===== config.mk =====
export PLATFORM = sky130hd
export DESIGN_NAME = rvvi_depacketizer
export DESIGN_NICKNAME = d
export VERILOG_FILES = /design/src/rtl/rvvi_depacketizer.sv
export SDC_FILE = /design/constraint.sdc
export NUM_CORES = 2
export LEC_CHECK = 0
export ABC_CLOCK_PERIOD_IN_PS = 4260
export CAP_MARGIN = 25
export CORE_MARGIN = 3
export CORE_UTILIZATION = 55
export DETAILED_ROUTE_END_ITERATION = 10
export GPL_ROUTABILITY_DRIVEN = 0
export PLACE_DENSITY = 0.8
export SLEW_MARGIN = 25
export SYNTH_ARGS = -nofsm -noshare
export SYNTH_HDL_FRONTEND = slang
export SYNTH_SLANG_ARGS = --single-unit

===== constraint.sdc =====
create_clock -name clk -period 4.26 [get_ports clk]
set_input_delay 0.639 -clock clk [delete_from_list [all_inputs] [get_ports clk]]
set_output_delay 0.639 -clock clk [all_outputs]
set_load 0.03 [all_outputs]

===== src/rtl/rvvi_depacketizer.sv =====
// RVVI trace depacketizer: rebuilds one RVVI trace vector per Ethernet frame
// received as 32-bit AXI-stream beats, dropping and counting malformed frames.
//
// Ports:
//   clk, reset          clock, synchronous active-high reset
//   RvviAxiR*           RX stream (data, tkeep, valid, last) and beat accept
//   rvvi, valid         reassembled trace vector and its record-valid flag
//   RvviReady           downstream consumes the record when valid & RvviReady
//   SeqTag              tag of the frame held on rvvi
//   GoodFrames          saturating count of accepted frames
//   BadFrames           saturating count of dropped frames
//   FrameError          one-cycle pulse per dropped frame
module rvvi_depacketizer #(
    parameter int          XLEN          = 64,
    parameter int          MAX_CSRS      = 5,
    parameter int          RVVI_W        = 72 + 5*XLEN + MAX_CSRS*(XLEN+16),
    parameter int          PAYLOAD_WORDS = (RVVI_W + 31) / 32,
    parameter logic [47:0] DST_MAC       = 48'h4502_1111_6843,
    parameter logic [15:0] ETHER_TYPE    = 16'h005c
) (
    input  logic              clk,
    input  logic              reset,
    input  logic [31:0]       RvviAxiRdata,
    input  logic [3:0]        RvviAxiRstrb,
    input  logic              RvviAxiRvalid,
    input  logic              RvviAxiRlast,
    output logic              RvviAxiRready,
    output logic [RVVI_W-1:0] rvvi,
    output logic              valid,
    input  logic              RvviReady,
    output logic [15:0]       SeqTag,
    output logic [15:0]       GoodFrames,
    output logic [15:0]       BadFrames,
    output logic              FrameError
);

    localparam int         ASM_W    = PAYLOAD_WORDS * 32;
    localparam logic [4:0] LAST_IDX = 5'(PAYLOAD_WORDS - 1);

    localparam logic [1:0] S_HDR  = 2'd0;
    localparam logic [1:0] S_PAY  = 2'd1;
    localparam logic [1:0] S_DROP = 2'd2;

    logic [1:0]        state_q, state_d;
    logic [4:0]        idx_q, idx_d;
    logic [ASM_W-1:0]  asm_q, asm_d;
    logic [15:0]       tag_q, tag_d;
    logic [RVVI_W-1:0] rvvi_q, rvvi_d;
    logic [15:0]       seq_q, seq_d;
    logic              valid_q, valid_d;
    logic [15:0]       good_q, good_d;
    logic [15:0]       bad_q, bad_d;
    logic              ferr_q, ferr_d;

    logic final_beat;
    logic beat;
    logic strb_bad;
    logic err;
    logic done;

    // The final payload beat is held off while an unconsumed record is
    // still on the output, so a completed frame never overwrites it.
    assign final_beat    = (state_q == S_PAY) && (idx_q == LAST_IDX);
    assign RvviAxiRready = !(final_beat && valid_q && !RvviReady);
    assign beat          = RvviAxiRvalid && RvviAxiRready;
    assign strb_bad      = (RvviAxiRstrb != 4'hF);

    always_comb begin
        state_d = state_q;
        idx_d   = idx_q;
        asm_d   = asm_q;
        tag_d   = tag_q;
        rvvi_d  = rvvi_q;
        seq_d   = seq_q;
        valid_d = valid_q;
        good_d  = good_q;
        bad_d   = bad_q;
        ferr_d  = 1'b0;
        err     = 1'b0;
        done    = 1'b0;

        if (valid_q && RvviReady) begin
            valid_d = 1'b0;
        end

        if (beat) begin
            case (state_q)
                S_HDR: begin
                    err = strb_bad || RvviAxiRlast;
                    case (idx_q)
                        5'd0: if (RvviAxiRdata != DST_MAC[31:0]) err = 1'b1;
                        5'd1: if (RvviAxiRdata[15:0] != DST_MAC[47:32]) err = 1'b1;
                        5'd3: if (RvviAxiRdata[15:0] != ETHER_TYPE) err = 1'b1;
                        default: ;
                    endcase
                    if (!err) begin
                        if (idx_q == 5'd3) begin
                            state_d = S_PAY;
                            idx_d   = 5'd0;
                            tag_d   = RvviAxiRdata[31:16];
                        end else begin
                            idx_d = idx_q + 5'd1;
                        end
                    end
                end
                S_PAY: begin
                    asm_d[{idx_q, 5'b0} +: 32] = RvviAxiRdata;
                    err   = strb_bad || (RvviAxiRlast != final_beat);
                    done  = !err && final_beat;
                    idx_d = idx_q + 5'd1;
                    if (done) begin
                        state_d = S_HDR;
                        idx_d   = 5'd0;
                    end
                end
                S_DROP: begin
                    if (RvviAxiRlast) begin
                        state_d = S_HDR;
                        idx_d   = 5'd0;
                    end
                end
                default: begin
                    state_d = S_HDR;
                    idx_d   = 5'd0;
                end
            endcase

            // A bad beat that also ends the frame needs no drain phase.
            if (err) begin
                state_d = RvviAxiRlast ? S_HDR : S_DROP;
                idx_d   = 5'd0;
                ferr_d  = 1'b1;
                bad_d   = (bad_q == 16'hFFFF) ? bad_q : bad_q + 16'd1;
            end

            if (done) begin
                rvvi_d  = asm_d[RVVI_W-1:0];
                seq_d   = tag_q;
                valid_d = 1'b1;
                good_d  = (good_q == 16'hFFFF) ? good_q : good_q + 16'd1;
            end
        end
    end

    always_ff @(posedge clk) begin
        if (reset) begin
            state_q <= S_HDR;
            idx_q   <= 5'd0;
            asm_q   <= '0;
            tag_q   <= 16'd0;
            rvvi_q  <= '0;
            seq_q   <= 16'd0;
            valid_q <= 1'b0;
            good_q  <= 16'd0;
            bad_q   <= 16'd0;
            ferr_q  <= 1'b0;
        end else begin
            state_q <= state_d;
            idx_q   <= idx_d;
            asm_q   <= asm_d;
            tag_q   <= tag_d;
            rvvi_q  <= rvvi_d;
            seq_q   <= seq_d;
            valid_q <= valid_d;
            good_q  <= good_d;
            bad_q   <= bad_d;
            ferr_q  <= ferr_d;
        end
    end

    assign rvvi       = rvvi_q;
    assign valid      = valid_q;
    assign SeqTag     = seq_q;
    assign GoodFrames = good_q;
    assign BadFrames  = bad_q;
    assign FrameError = ferr_q;

endmodule


**After elaboration in Yosys (flattened, before gate mapping)**

Index checks and enable logic that the tools add are counted.

- Output and inout port bits: 843
- Input bits: 41
- Logic and storage cells: 87
- Register bits: 1665

- Shift-type cells: 2
- Equal/unequal tests: 16
- Bitwise gates (word level): 4
- Muxes and demuxes: 29
- $add $sub $neg: 4
- Reductions and logical operators: 21

Operators with widths:

| kind | number |
|---|---|
| 800-bit bitwise mux | 1 |
| 32-bit by 12-bit variable shift with 800-bit output, first input constant | 1 |
| 32-bit by 12-bit variable part select with 800-bit output | 1 |
| 792-bit 2-to-1 mux | 1 |
| 16-bit by 1-bit adder with 16-bit output, second input constant | 2 |
| 16-bit equality test, second input constant | 2 |
| 32-bit by 29-bit != test with 1-bit output, second input constant | 1 |
| 5-bit 2-to-1 mux | 5 |
| 16-bit by 15-bit != test with 1-bit output, second input constant | 1 |
| 16-bit by 7-bit != test with 1-bit output, second input constant | 1 |
| 5-bit one-hot mux with 3 select lines | 1 |
| 1-bit 2-to-1 mux | 12 |
| 2-bit 2-to-1 mux | 6 |
| 10-bit negation with 12-bit output | 1 |
| 3-bit != test, second input constant | 3 |
| 3-bit AND reduction | 3 |
| 1-bit logical AND | 6 |
| 2-bit one-hot mux with 3 select lines | 1 |
| 5-bit by 1-bit adder with 5-bit output, second input constant | 1 |
| 5-bit by 1-bit equality test with 1-bit output, second input constant | 1 |
| 5-bit by 2-bit equality test with 1-bit output, second input constant | 1 |
| 5-bit equality test, second input constant | 1 |
| 5-bit zero test | 1 |
| 5-bit AND reduction | 1 |
| other kinds (14) | 21 |

**Longest topological paths before layout**

- Word-level depth: 11
- Mapped depth: 15
- Mapped depth without buffers: 11

**Worst setup path before layout**

OpenSTA, ideal clock, no wires.

- Path kind: register -> register
- Start: register idx_q[0]
- End: register asm_q[10]
- Clock period less this slack: 3.347 ns
- Path slack: 0.913 ns
- Arrival time: 3.215 ns
- Buffers on the path: 4
- Data required time: 4.128 ns
- Cell stages (with the launch flop): 15
- Setup time: 0.132 ns
- Cells stage by stage: dfxtp_1 -> clkbuf_1 -> inv_1 -> ha_1 -> nand2_1 -> inv_1 -> ha_1 -> or3b_2 -> or4_1 -> clkbuf_1 -> or2_2 -> clkbuf_1 -> buf_2 -> nand2_1 -> a21oi_1

- Cells in the longest elaborated chain, start to end: 6
- Elaborated cells between the ends (all ways): 11
- Classes of those cells: add/sub: 1; eq/ne: 1; shift: 2; mux: 2; reduce/logical: 5

Ends and longest elaborated chain:

| what | line | text |
|---|---|---|
| start, declared | 45 | `logic [4:0] idx_q, idx_d;` |
| start signal, assigned | 159 | `idx_q <= idx_d;` |
| branches (longest 6 deep; another with 10-bit negation with 12-bit output) | - |  |
| end signal, assigned | 160 | `asm_q <= asm_d;` |
| end, declared | 46 | `logic [ASM_W-1:0] asm_q, asm_d;` |

Several ways; the timed one is not identified.
A chain may end at the register's enable or synchronous reset.

**Final worst setup path**

- Start: register idx_q[0]
- End: register asm_q[229]

The elaborated chain is that of the path after synthesis.

==> results.yml <==
run_status:
  status: "completed"
global_routing:
  track_usage_pct: 36.27
  grt_remaining_overflow: 0
  gr-usage-met3_pct: 7.588
  use_met1_pct: 46.22
  grt.busiest_layer: "met2"
  grt_first_pass_wirelength_um: 351000
  met2_usage_pct: 55.35
  antenna_found_initial: 17
  grt_start_max_net_pins: 212
  grt_pass1_vias: 56300
routing:
  drtAntennaViolNets: 0
  drtIter0Drc: 6959
  drt-vias-per-instance: 6.003
  via_count: 61440
  drtPass1Iterations: 8
  routedWlPerCell_um: 23.36
  drc: 0
  finalWirelength_um: 239100
logic_synthesis:
  synthDistinctLibCells: 60
  synth_edf_count: 0
  synth_area_leader_cell: "dfxtp_1"
  synth-seq-cells: 1657
  syn_area_per_cell_um2: 8.308
  yosys_warnings: 0
  synth_nets: 8065
  yosysMostFrequentCell: "nor2_1"
  synthDominantCellAreaShare_pct: 49.81
  synth_async_sr_flop_share_pct: 0
  synth_commonest_cells: "nor2_1 (1807), dfxtp_1 (1657), a21oi_1 (1014), nand2_1 (1008), a211oi_1 (849)"
  synth_area_um2: 66590
  yosys_most_used_dff: "dfxtp_1"
  yosys-top-cells-area: "dfxtp_1 (50%), nor2_1 (10%), a211oi_1 (9.6%)"
  yosysSeqAreaShare_pct: 49.81
  synthCells: 8016
critical_path:
  cp-end-kind: "register"
  worstSetupPathType: "reg2reg"
  startpoint_type: "register"
  r2r_slack_ps: 470
  worstPathArrival_ps: 4450
  critical_path.max_fanout: 56
  worstPathRequired_ps: 4920
finish:
  drive_above_1_share_pct: 6.607
  nNetsFinal: 8534
  areaGrowthSynthToFinish_pct: 22.32
  finish.utilization_pct: 67.90
power:
  p_total_w: 0.03081
  p_leak_nw: 26.32
  vdd_drop_max_mv: 0.3715
  power.density_nw_per_um2: 378.3
clocking:
  cts_max_path_buffers: 3
  post_cts_buffers: 0
  cts_tree: "done"
  clk_pin_slew_worst_paths_ps: 60
  insertion_delay_ps: 780
  ctsHoldBuffers: 0
  cts_sinks: 1657
  htree_levels: 4
  numCtsBuffers: 165
  cts-root-buf: "clkbuf_16"
  ctsResizeCount: 0
timing:
  rsz0062_at_grt: "no"
  relSlewSlack_pct: 30.82
  fin_tns_setup_ps: 0
  fin_skew_ps: 33.38
  fin_crit_sh_pct: 89.04
  hold_violations: 0
  final.min_clock_period_ps: 3793
  setup_viol: 0
  fmax_mhz: 263.6
  tightest_slew_ps: 1034
  slew_violations: 0
  whs_ps: 217.5
hold_path:
  holdCritPathClass: "in2reg"
die:
  fp.dieW_um: 354.0
  ioPinCount: 884
  rows: 127
  start_util_pct: 55.51
  dieArea_um2: 125300
  fp.dieH_um: 354.0
  core_um2: 120000
place:
  portBuffers: 883
  place_hpwl_um: 157800
run:
  maxCapViolations: 0
## final timing paths
check / start / end / cells after the start
max: idx_q[0]$_SDFFE_PP0P_ / asm_q[229]$_SDFFE_PP0P_ / 13
min: reset / tag_q[12]$_SDFFE_PP0P_ / 2
max reg2reg: idx_q[0]$_SDFFE_PP0P_ / asm_q[229]$_SDFFE_PP0P_ / 13
min reg2reg: asm_q[553]$_SDFFE_PP0P_ / asm_q[553]$_SDFFE_PP0P_ / 2
## state kept, by name, summed over array words and instances, names as in the netlist
| signal | cells |
|---|---|
| asm_q | 792 |
| rvvi | 792 |
| BadFrames | 16 |
| GoodFrames | 16 |
| SeqTag | 16 |
| tag_q | 16 |
| idx_q | 5 |
| state_q | 2 |
| FrameError | 1 |
| valid | 1 |
## where the power goes
part | internal (W) | switching (W) | leakage, nW
sequential | 0.0155 | 0.0000270 | 13.4
combinational | 0.000138 | 0.000621 | 10.3
clock | 0.00832 | 0.00617 | 2.64
## per-layer routing
metal | part of all wire (%) | vias to the layer above
li1 | - | 28300
met1 | 38 | 28990
met2 | 44 | 3436
met3 | 10 | 698
met4 | 7.5 | 12
met5 | 0.036 | -
## worst max-delay path: stages, from the launching register on
cell and delay [ps]:
dfxtp_1 330, inv_1 100, ha_1 220, buf_4 180
nand2_1 110, inv_1 60, ha_1 280, nand3b_1 180
a211oi_1 510, buf_4 230, nand2_2 550, nor3_1 440
a21oi_1 170, a211oi_1 320
## cells by family (layout without fill, tap and decap cells)
family / Yosys count / count (layout) / synth area share, %
and+or+nand+nor: 3093 / 3093 / 18.71
buffers and inverters: 767 / 1363 / 4.727
adders and majority gates: 8 / 8 / 0.1503
other: 0 / 11 / 0
DFF: 1657 / 1657 / 49.81
muxes: 555 / 555 / 8.344
AOI/OAI and AO/OA: 1918 / 1918 / 18.00
xor gates and xnor gates: 18 / 18 / 0.2593
## placed cells by master, fill, tap and decap left out, drive strengths merged, types with 4 or more instances in the layout
cell	count
a211oi	867
a21oi	1015
and2	46
and3	44
buf	207
bufinv	6
clkbuf	256
clkdlybuf4s50	851
clkinv	27
dfxtp	1657
diode	11
ha	8
inv	14
mux2i	554
nand2	1008
nand3	38
nand4	31
nor2	1839
nor2b	6
nor3	35
nor4	4
nor4b	5
o21ai	6
o31ai	13
or3	4
or4	13
xnor2	5
xor2	13
## per-stage QoR
step,instance area (um2),setup WS [ps],std cells
after CTS,81380,562.0,10220
final,81460,467.0,10240
after floorplan,66590,912.8,8016
after global routing,81440,267.6,10230
after detailed placement,76000,571.1,9928
after global placement,76000,625.3,9928
## area by class of cell
cell class	instances	area [um2]
Fill cell	9165	38510
Sequential cell	1657	33170
Multi-Input combinational cell	5592	30410
Timing Repair Buffer	1058	10420
Clock buffer	256	4925
Tap cell	1612	2017
Clock inverter	38	447.9
Inverter	11	41.29
Antenna cell	11	27.53
Power figures use the tool's default switching activity.
